### src/rtl/uart_pkg.sv
// Shared definitions for the UART byte receiver: FSM state encoding and the
// default bit period for a 12 MHz clock at 115200 baud.
package uart_pkg;

  localparam int unsigned DEFAULT_CLKS_PER_BIT = 104;

  typedef enum logic [2:0] {
    ST_IDLE       = 3'd0,
    ST_START      = 3'd1,
    ST_DATA       = 3'd2,
    ST_STOP       = 3'd3,
    ST_BREAK_WAIT = 3'd4
  } uart_state_e;

endpackage

### src/rtl/rx_synchronizer.sv
// Two-flop synchronizer for the asynchronous serial line. Both flops reset
// high so the receiver sees an idle line straight out of reset.
module rx_synchronizer (
  input  logic clk,
  input  logic reset,
  input  logic async_i,
  output logic sync_o
);

  logic meta_q;
  logic sync_q;

  // Double-register the line; no logic between the two stages.
  always_ff @(posedge clk) begin
    if (!reset) begin
      meta_q <= 1'b1;
      sync_q <= 1'b1;
    end else begin
      meta_q <= async_i;
      sync_q <= meta_q;
    end
  end

  assign sync_o = sync_q;

endmodule

### src/rtl/uart_byte_receiver.sv
// 8N1 UART receiver: samples each bit at its midpoint, strobes rx_data_ready
// on a good stop bit and frame_error on a low one (once per break).
module uart_byte_receiver
  import uart_pkg::*;
#(
  parameter int unsigned CLKS_PER_BIT = DEFAULT_CLKS_PER_BIT
) (
  input  logic       clk,
  input  logic       reset,
  input  logic       uart_rx,
  output logic [7:0] rx_data,
  output logic       rx_data_ready,
  output logic       frame_error,
  output logic       busy
);

  localparam int unsigned TW = $clog2(CLKS_PER_BIT);
  localparam logic [TW-1:0] BIT_LAST = TW'(CLKS_PER_BIT - 1);
  localparam logic [TW-1:0] BIT_HALF = TW'((CLKS_PER_BIT - 1) / 2);

  logic          rx_s;
  uart_state_e   state_q;
  logic [TW-1:0] timer_q;
  logic [TW-1:0] timer_d;
  logic [2:0]    idx_q;
  logic [7:0]    shift_q;
  logic [7:0]    rx_data_q;
  logic          ready_q;
  logic          ferr_q;
  logic          busy_q;
  logic          bit_end_s;
  logic          mid_bit_s;

  rx_synchronizer u_sync (
    .clk     (clk),
    .reset   (reset),
    .async_i (uart_rx),
    .sync_o  (rx_s)
  );

  // Bit-timer increment and the two sample points it is compared against.
  always_comb begin
    timer_d   = timer_q + TW'(1);
    bit_end_s = (timer_q == BIT_LAST);
    mid_bit_s = (timer_q == BIT_HALF);
  end

  // Receive FSM with registered strobes; after START the timer is re-zeroed at
  // mid-bit, so every later full-period wrap lands on a bit centre.
  always_ff @(posedge clk) begin
    if (!reset) begin
      state_q   <= ST_IDLE;
      timer_q   <= {TW{1'b0}};
      idx_q     <= 3'd0;
      shift_q   <= 8'h00;
      rx_data_q <= 8'h00;
      ready_q   <= 1'b0;
      ferr_q    <= 1'b0;
      busy_q    <= 1'b0;
    end else begin
      ready_q <= 1'b0;
      ferr_q  <= 1'b0;
      case (state_q)
        ST_IDLE: begin
          if (!rx_s) begin
            state_q <= ST_START;
            timer_q <= {TW{1'b0}};
            busy_q  <= 1'b1;
          end
        end
        ST_START: begin
          if (mid_bit_s) begin
            timer_q <= {TW{1'b0}};
            if (!rx_s) begin
              state_q <= ST_DATA;
              idx_q   <= 3'd0;
            end else begin
              state_q <= ST_IDLE;
              busy_q  <= 1'b0;
            end
          end else begin
            timer_q <= timer_d;
          end
        end
        ST_DATA: begin
          if (bit_end_s) begin
            timer_q        <= {TW{1'b0}};
            shift_q[idx_q] <= rx_s;
            if (idx_q == 3'd7) begin
              state_q <= ST_STOP;
            end else begin
              idx_q <= idx_q + 3'd1;
            end
          end else begin
            timer_q <= timer_d;
          end
        end
        ST_STOP: begin
          if (bit_end_s) begin
            timer_q <= {TW{1'b0}};
            if (rx_s) begin
              rx_data_q <= shift_q;
              ready_q   <= 1'b1;
              state_q   <= ST_IDLE;
              busy_q    <= 1'b0;
            end else begin
              ferr_q  <= 1'b1;
              state_q <= ST_BREAK_WAIT;
            end
          end else begin
            timer_q <= timer_d;
          end
        end
        ST_BREAK_WAIT: begin
          if (rx_s) begin
            state_q <= ST_IDLE;
            busy_q  <= 1'b0;
          end
        end
        default: begin
          state_q <= ST_IDLE;
          timer_q <= {TW{1'b0}};
          busy_q  <= 1'b0;
        end
      endcase
    end
  end

  assign rx_data       = rx_data_q;
  assign rx_data_ready = ready_q;
  assign frame_error   = ferr_q;
  assign busy          = busy_q;

endmodule
### config.mk
export PLATFORM = sky130hd
export DESIGN_NAME = uart_byte_receiver
export DESIGN_NICKNAME = d
export VERILOG_FILES = /design/src/rtl/uart_pkg.sv /design/src/rtl/rx_synchronizer.sv /design/src/rtl/uart_byte_receiver.sv
export SDC_FILE = /design/constraint.sdc
export NUM_CORES = 1
export LEC_CHECK = 0
export ABC_AREA = 0
export CELL_PAD_IN_SITES_DETAIL_PLACEMENT = 1
export CELL_PAD_IN_SITES_GLOBAL_PLACEMENT = 1
export CORE_UTILIZATION = 39
export CTS_BUF_LIST = sky130_fd_sc_hd__clkbuf_8
export DETAILED_ROUTE_END_ITERATION = 8
export HOLD_SLACK_MARGIN = 0.12
export PLACE_DENSITY = 0.7
export SLEW_MARGIN = 40
export SYNTH_ARGS = -nofsm -noshare
export SYNTH_HDL_FRONTEND = slang
export SYNTH_SLANG_ARGS = --single-unit
### constraint.sdc
create_clock -name clk -period 3.8 [get_ports clk]
set_input_delay 0.76 -clock clk [delete_from_list [all_inputs] [get_ports clk]]
set_output_delay 0.76 -clock clk [all_outputs]
set_load 0.01 [all_outputs]
Yosys cells after proc, flatten, opt, wreduce, memory -nomap -nowiden. Cells that the tools add are included.

Flip-flop bits (word level): 34. Output and inout port bits: 11. Logic and storage cells: 70.

Add/sub/neg operators: 2. Order comparisons: 2. Eq/ne operators: 15. Mux-type cells: 28. Bitwise operators: 2. Reduce and logical (&&, ||, !) cells: 11.

Operator list (number): $mux W3 (11); $pmux W7 S4 (1); $mux W7 (3); $pmux W3 S5 (1); $ne A2 B2 Y1 const B (7); $bwmux W8 (1); $add A7 B1 Y7 const B (1); $eq A7 B6 Y1 const B (1); $eq A7 B7 Y1 const B (1); $mux W1 (7); $eq A3 B2 Y1 const B (2); $eq A3 B3 Y1 const B (2); $pmux W3 S2 (1); $reduce_and A3 Y1 (2); $reduce_and A6 Y1 (1); $pmux W1 S5 (1); $reduce_and A5 Y1 (1); $lt A3 B4 Y1 const B (1); $reduce_and A2 Y1 (2); $reduce_and A4 Y1 (1); $add A3 B1 Y3 const B (1); $demux W1 S3 (1); $eq A3 B1 Y1 const B (1); $ge A3 B1 Y1 const B (1); other kinds (7) (8).

Logic depth before layout (Yosys ltp). Gate-level depths: netlist of run 1.

Depth in word-level cells: 5. Depth in mapped cells: 7.

Modules after synthesis. Synthesis of run 1 repeated with hierarchy kept, for this count alone.

Cells, all modules: 183. Area total of the unflattened synthesis: 1641.6 sq um.

By module, submodules not included: uart_byte_receiver (times used 1, cells each 179, area an instance 1589.0 sq um, seq. area each 640.6 sq um); rx_synchronizer (times used 1, cells each 4, area an instance 52.6 sq um, seq. area each 40.0 sq um).

Worst setup path before layout of run 1. Ideal clock, no wire load.

Path type: register to register. Start: reg timer_q[0]. End: reg shift_q[7]. Arrival time: 1.489 ns. Setup slack: 2.179 ns. Cell stages (with the launch flop): 7. Buffers on the path: 1. Path through: dfxtp_1 -> ha_1 -> and3b_1 -> clkbuf_8 -> nand3_2 -> o41ai_1 -> a21oi_1.

Word-level cells in the longest chain between the ends: 2.

RTL lines: start, declared (RTL line uart_byte_receiver.sv:23) `logic [TW-1:0] timer_q;`; start signal, assigned (RTL line uart_byte_receiver.sv:53) `timer_q <= {TW{1'b0}};`; start signal, assigned (RTL line uart_byte_receiver.sv:67) `timer_q <= {TW{1'b0}};`; start signal, assigned (RTL line uart_byte_receiver.sv:73) `timer_q <= {TW{1'b0}};`; $eq A7 B7 Y1 (RTL line uart_byte_receiver.sv:44) `bit_end_s = (timer_q == BIT_LAST);`; $reduce_and A2 Y1 (no line); end signal, assigned by index (RTL line uart_byte_receiver.sv:88) `shift_q[idx_q] <= rx_s;`; end, declared (RTL line uart_byte_receiver.sv:26) `logic [7:0] shift_q;`.

No other way between the ends. A chain may end at the register's enable or synchronous reset.

==> results of run 1 <==
worst paths after layout:
path              slack [ns]          start  cells after the start       endpoint
setup / recovery        1.64          reset                      6     timer_q[4]
hold / removal          0.43  u_sync.meta_q                      1  u_sync.sync_o
setup reg to reg        1.73     timer_q[0]                      5       idx_q[1]
hold reg to reg         0.43  u_sync.meta_q                      1  u_sync.sync_o
per-layer routing:
metal  routed length (um)  vias up  global-route usage [%]
met2                 1990       20                    32.5
met4                   49        0                    8.59
met1                 1970      699                    24.2
met3                  118        6                    5.00
li1                     -      713                       -
met5                    0        -                       0
cell type report:
type	count	share of cell area, %
clock buffer	5	3.66
timing repair buffer	14	7.33
multi-input combinational	138	47.0
sequential	34	36.2
tap	50	3.33
inverter	9	1.80
clock inverter	2	0.600
report_power, final:
| part | total, mW | internal (mW) | switching [mW] | leakage (nW) |
|---|---|---|---|---|
| registers | 0.367 | 0.361 | 0.00685 | 0.275 |
| logic | 0.0305 | 0.0132 | 0.0173 | 0.372 |
| clock network | 0.249 | 0.123 | 0.127 | 0.0414 |
worst max-delay path, stage by stage:
cell and delay (ns):
clkdlybuf4s50_1 0.60, clkinv_1 0.10, buf_4 0.23, nor4_1 0.46, nand2_1 0.10, o21ai_0 0.10
flip-flops by register name, summed over array words and instances, names as in the netlist:
signal / flops
busy: 1
frame_error: 1
idx_q: 3
rx_data: 8
rx_data_ready: 1
shift_q: 8
state_q: 3
timer_q: 7
u_sync.meta_q: 1
u_sync.sync_o: 1
stage by stage:
step,hold slack [ns],std cells,setup WS [ns],util [%]
4_1_cts,0.430,252,1.65,46.0
3_3_place_gp,0.399,245,1.51,44.0
2_1_floorplan,0.386,194,2.18,-
6_report,0.427,252,1.64,46.0
3_5_place_dp,0.409,245,1.35,44.0
5_1_grt,0.464,252,1.48,46.0
cells by family (layout without fill, tap and decap cells):
group,after synthesis,in the layout,synth area share [%]
buffers and inverters,22,30,7.75
AND/OR/NAND/NOR,77,77,25.1
flip-flops,34,34,40.1
AO/OA/AOI/OAI,48,48,19.0
XOR/XNOR,2,2,1.03
multiplexers,8,8,4.72
adder cells (fa/ha/maj),3,3,2.21
synthesized netlist by cell type (all sizes together), types with 2 or more instances:
cell type	n
dfxtp	34
nand2	23
a21oi	16
nor2	13
nand4	10
o21ai	10
clkbuf	9
mux2i	8
inv	7
nor3	7
nand3	5
buf	4
nor4	4
and3b	3
ha	3
o2bb2ai	3
a21o	2
a31o	2
clkinv	2
nand2b	2
nor3b	2
o211ai	2
o21a	2
o221ai	2
o22ai	2
o41ai	2
or2b	2
xor2	2
==> results by group, run 1 <==
Outcome
  – Status: finished clean

Timing
  – Worst clock skew: 0.00660 ns
  – RSZ-0062 raised after global routing: false
  – Setup total negative slack: 0 ns
  – Worst-margin pin slew: 0.732 ns
  – Max Slew Vio Count: 0
  – Final Setup Violations: 0
  – Final Hold Fails: 0
  – Max Clk Rate: between 0.4 and 0.5 GHz
  – Tmin final: 2.16 ns
  – Final clock period utilization by the worst path: 56.9%
  – Relative slew slack: just over 50%

Synth
  – Post-synth EDFFs: 0
  – Share of flip-flops with an asynchronous set or reset: 0%
  – Syn Std Cell Area: 1700 um^2
  – Ranking of synthesized cells by area: dfxtp_1 (40%), nand2_1 (5.1%), mux2i_1 (4.7%)
  – Syn Nets: 200
  – Synthesized flop and latch total: 34
  – Synth Flop Type: dfxtp_1
  – Synth unique cells: 51
  – Post-Synthesis Cells: 194
  – Post-synth top area share: 40.1%
  – Syn_area_per_cell: 8.74 um^2
  – Sequential cell area fraction in the yosys report: 40.1%
  – Yosys warning total: 0
  – Largest area contributor in the netlist: dfxtp_1

Floorplanning
  – Ports: 14
  – DIE AREA: roughly 4600 um^2
  – Chip width: 67.9 um
  – Site Rows: 23
  – Chip height: ~68 um
  – Core area: roughly 4100 um^2
  – Starting density of the core: 41.5%

Setup path
  – CP required: 4.00 ns
  – Worst EP arrival: 2.36 ns
  – WS Path Type: primary input to flip-flop
  – CP Launch Type: primary input
  – CP Capture Type: flip-flop
  – Largest fanout on the critical path: 25

Clocking
  – Clock sinks: 34
  – CTS root buffer: clkbuf_8
  – Post-CTS Setup Inserts: 0
  – Clk_lat worst skew: 0.28 ns
  – Post-CTS Hold Buffers: 0
  – CTS tree: done
  – Post-CTS sizing: 0
  – CTS Buf Count: 5
  – Max clock buf depth: 2
  – Clock transition at the registers of the reported paths: 0.07 ns
  – H-Tree Depth: 2

Detailed routing
  – Vias per std cell: roughly 5.7
  – WL final: between 4000 and 5000 um
  – Antenna-violating nets left: 0
  – Vias post-DR: 1438
  – WL/cell: 16.4 um
  – DR iter-0 viols: 26
  – DRT Pass-1 Iters: 4
  – DRC: 0

Final layout
  – Area grow syn2layout: 10.8%
  – Nets: 208
  – FF+latch area: roughly 680 um^2
  – Design area: 1880 um^2
  – Most common cell after layout, fill and taps aside: dfxtp_1
  – Area of the multi-input gates: between 800 and 900 um^2
  – Share of cells above drive strength 1: between 8 and 9%
  – Filler Cell Count: 481
  – Most frequent cells in the layout: dfxtp_1 (34), nand2_1 (23), a21oi_1 (15)
  – N_diodes: 0

Power
  – LEAKAGE: 0.688 nW
  – Total power: between 600 and 700 uW
  – Worst IR drop on VDD: about 170 uV
  – P per Cell Area: 345 nW/um^2

Place
  – Hpwl dp: 2950 um
  – IO buf count: 13
  – Placed inst area: 1800 um^2
  – Placer Congestion: a little under 0.8

Global routing
  – Vias in the first global route: between 1000 and 1500
  – First-pass GRT wire length: 6690 um
  – Total GRT Usage: 19.8%
  – GRT Residual Overflow: 0
  – Initial antenna violation count: 0
  – Largest net degree at the start of global routing: 26

Min path
  – Hold WC Path Type: flip-flop to flip-flop

Flow run
  – Max Cap Violations: 0
Power figures use the tool's default switching activity.
==> run 2: changes to the inputs <==
Clock period 3.8 ns to 2.2 ns, I/O delays scaled along.
==> run 2 against run 1 <==
  * Worst hold slack got worse by 0.019 ns
  * Critical path depth decreased by 1
  * Largest cell class unchanged
  * Via count increased by 1.4%
  * Clock skew increased by 0.0026 ns
  * Clock power increased by 82%
  * Clock-buffer cell count increased by 1
  * Register-to-register slack got worse by 1.6 ns
  * Sequential power increased by 72%
  * Final cell count increased by 0.40%
  * Non-clock buffer count increased by 2
  * Combinational power increased by 90%
==> results by group, run 2 (synthesized netlist as in run 1, its figures left out) <==
Floorplanning
  – Chip height: 67.9 um (unchanged)
  – Core area: 4090 um^2 (unchanged)
  – Starting density of the core: 41.5% (unchanged)
  – DIE AREA: 4610 um^2 (unchanged)
  – Site Rows: 23 (unchanged)
  – Ports: 14 (unchanged)
  – Chip width: 67.9 um (unchanged)

Setup path
  – Critical Path Max Stage Delay: 0.42 ns (was 0.60 ns)
  – Worst r2r path cells: 5 (unchanged)
  – R2R Path Start: timer_q[0] (unchanged)
  – WP depth: 5 (was 6)
  – R2R Setup Slk: 0.14 ns (was 1.73 ns)
  – Worst EP arrival: 2.23 ns (was 2.36 ns)
  – Slowest CP cell: o41ai_1 (was clkdlybuf4s50_1)
  – Critical Path, Cell by Cell: ha_1, and3b_1, nand3_2, o41ai_1, a21oi_1 (was clkdlybuf4s50_1, clkinv_1, buf_4, nor4_1, nand2_1, o21ai_0)
  – Worst path top cell family by delay: simple AND/OR/NAND/NOR gates (was buffers and inverters)
  – CP Capture Type: flip-flop (unchanged)
  – Largest fanout on the critical path: 10 (was 25)
  – WS Path Type: flip-flop to flip-flop (was primary input to flip-flop)
  – CP required: 2.36 ns (was 4.00 ns)
  – Reg-to-reg endpoint: shift_q[6] (was idx_q[1])
  – Buf/Inv on CP: 0 (was 3)
  – CP Launch Type: flip-flop (was primary input)

Global routing
  – Routing usage on met3: 5.00% (unchanged)
  – Grt peak-use layer: met2 (unchanged)
  – Total GRT Usage: 20.2% (was 19.8%)
  – Met2 Use GR: 32.0% (was 32.5%)
  – Largest net degree at the start of global routing: 17 (was 26)
  – Global routing usage on met1: 25.7% (was 24.2%)
  – Initial antenna violation count: 0 (unchanged)
  – GRT Residual Overflow: 0 (unchanged)
  – First-pass GRT wire length: 6750 um (was 6690 um)
  – Vias in the first global route: 1356 (was 1400)

Clocking
  – CTS tree: done (unchanged)
  – CTS Buf Count: 5 (unchanged)
  – Clock sinks: 34 (unchanged)
  – Post-CTS sizing: 0 (unchanged)
  – CTS root buffer: clkbuf_8 (unchanged)
  – Post-CTS Setup Inserts: 0 (unchanged)
  – Clk_lat worst skew: 0.29 ns (was 0.28 ns)
  – Post-CTS Hold Buffers: 0 (unchanged)
  – Clock transition at the registers of the reported paths: 0.07 ns (about the same)
  – H-Tree Depth: 2 (unchanged)
  – Max clock buf depth: 2 (unchanged)

Timing
  – Setup total negative slack: 0 ns (unchanged)
  – Final clock period utilization by the worst path: between 90% and 100%
  – RSZ-0062 raised after global routing: false (unchanged)
  – Worst-margin pin slew: 0.737 ns (was 0.732 ns)
  – Max Slew Vio Count: 0 (unchanged)
  – Worst hold slack: 0.408 ns (was 0.427 ns)
  – Max Clk Rate: 0.485 GHz
  – Worst clock skew: 0.00922 ns (was 0.00660 ns)
  – Relative slew slack: 50.2% (was 50.5%)
  – Final Setup Violations: 0 (unchanged)
  – Final Hold Fails: 0 (unchanged)
  – Tmin final: 2.06 ns
  – Final worst slack: 0.139 ns (was 1.64 ns)

Power
  – Worst IR drop on VDD: 423 uV (was 175 uV)
  – Total power: 1.15 mW (was 647 uW)
  – LEAKAGE: 0.699 nW (was 0.688 nW)
  – P per Cell Area: 604 nW/um^2 (was 345 nW/um^2)

Detailed routing
  – DR iter-0 viols: 62 (was 26)
  – Vias post-DR: 1458 (was 1438)
  – Vias per std cell: 5.76 (was 5.71)
  – DRT Pass-1 Iters: 4 (unchanged)
  – DRC: 0 (unchanged)
  – Antenna-violating nets left: 0 (unchanged)
  – WL/cell: 16.7 um (was 16.4 um)
  – WL final: 4230 um (was 4120 um)

Final layout
  – Most common cell after layout, fill and taps aside: dfxtp_1 (unchanged)
  – Final Non-Filler Cells: 253 (was 252)
  – Most frequent cells in the layout: dfxtp_1 (34), nand2_1 (23), a21oi_1 (15) (unchanged)
  – Share of cells above drive strength 1: 9.85% (was 8.91%)
  – Filler Cell Count: 482 (was 481)
  – Area grow syn2layout: 11.8% (was 10.8%)
  – Final Core Density: 46.4% (was 46.0%)
  – Nets: 210 (was 208)
  – N_diodes: 0 (unchanged)
  – Design area: 1900 um^2 (was 1880 um^2)

Outcome
  – Status: finished clean (unchanged)

Min path
  – Hold WC Path Type: flip-flop to flip-flop (unchanged)
  – Worst Hold Path EP: u_sync.sync_o (unchanged)
  – Worst hold start: u_sync.meta_q (unchanged)
  – Hold Path Depth: 1 (unchanged)

Place
  – Hpwl dp: 3040 um (was 2950 um)
  – Cells after DPL: 247 (was 245)
  – Placed inst area: 1810 um^2 (was 1800 um^2)
  – Worst slack, placed: 0.169 ns (was 1.35 ns)
  – Placer Congestion: 0.870 (was 0.770)
  – IO buf count: 13 (unchanged)

Flow run
  – Max Cap Violations: 0 (unchanged)
-- run 2: cell types whose count changed in the layout (fill, tap and decap cells not counted) --
cell        change
buf_4           +2
clkbuf_8        +1
clkinvlp_4      -1
inv_1           -1
-- run 2: final cells by class --
| type | count | area [um^2] | share of cell area, % |
|---|---|---|---|
| tap | 50 | 62.6 | 3.30 |
| multi-input combinational | 138 | 883 | 46.6 |
| clock buffer | 6 | 82.6 | 4.36 |
| inverter | 9 | 33.8 | 1.78 |
| timing repair buffer | 16 | 153 | 8.05 |
| sequential | 34 | 681 | 35.9 |
-- run 2: power by group --
group          internal [mW]  switching (mW)  total [mW]
clock                  0.241           0.213       0.454
sequential             0.623          0.0103       0.633
combinational         0.0248          0.0333      0.0580
total                  0.889           0.257        1.15
-- run 2: per-layer routing --
layer	wire, um	share of wire [%]	vias up
li1	-	-	722
met1	1990	47	713
met2	2070	49	16
met3	99	2.3	7
met4	66	1.6	0
met5	0	0	-
-- run 2: worst max-delay path by stage --
stage                          start          to  slack, ns
after CTS                 timer_q[0]  shift_q[6]       0.16
final                     timer_q[0]  shift_q[6]       0.14
after global placement    timer_q[0]  shift_q[7]       0.19
after floorplan           timer_q[0]  shift_q[7]       0.58
after detailed placement       reset  timer_q[4]       0.17
after global routing      timer_q[0]  shift_q[6]       0.04
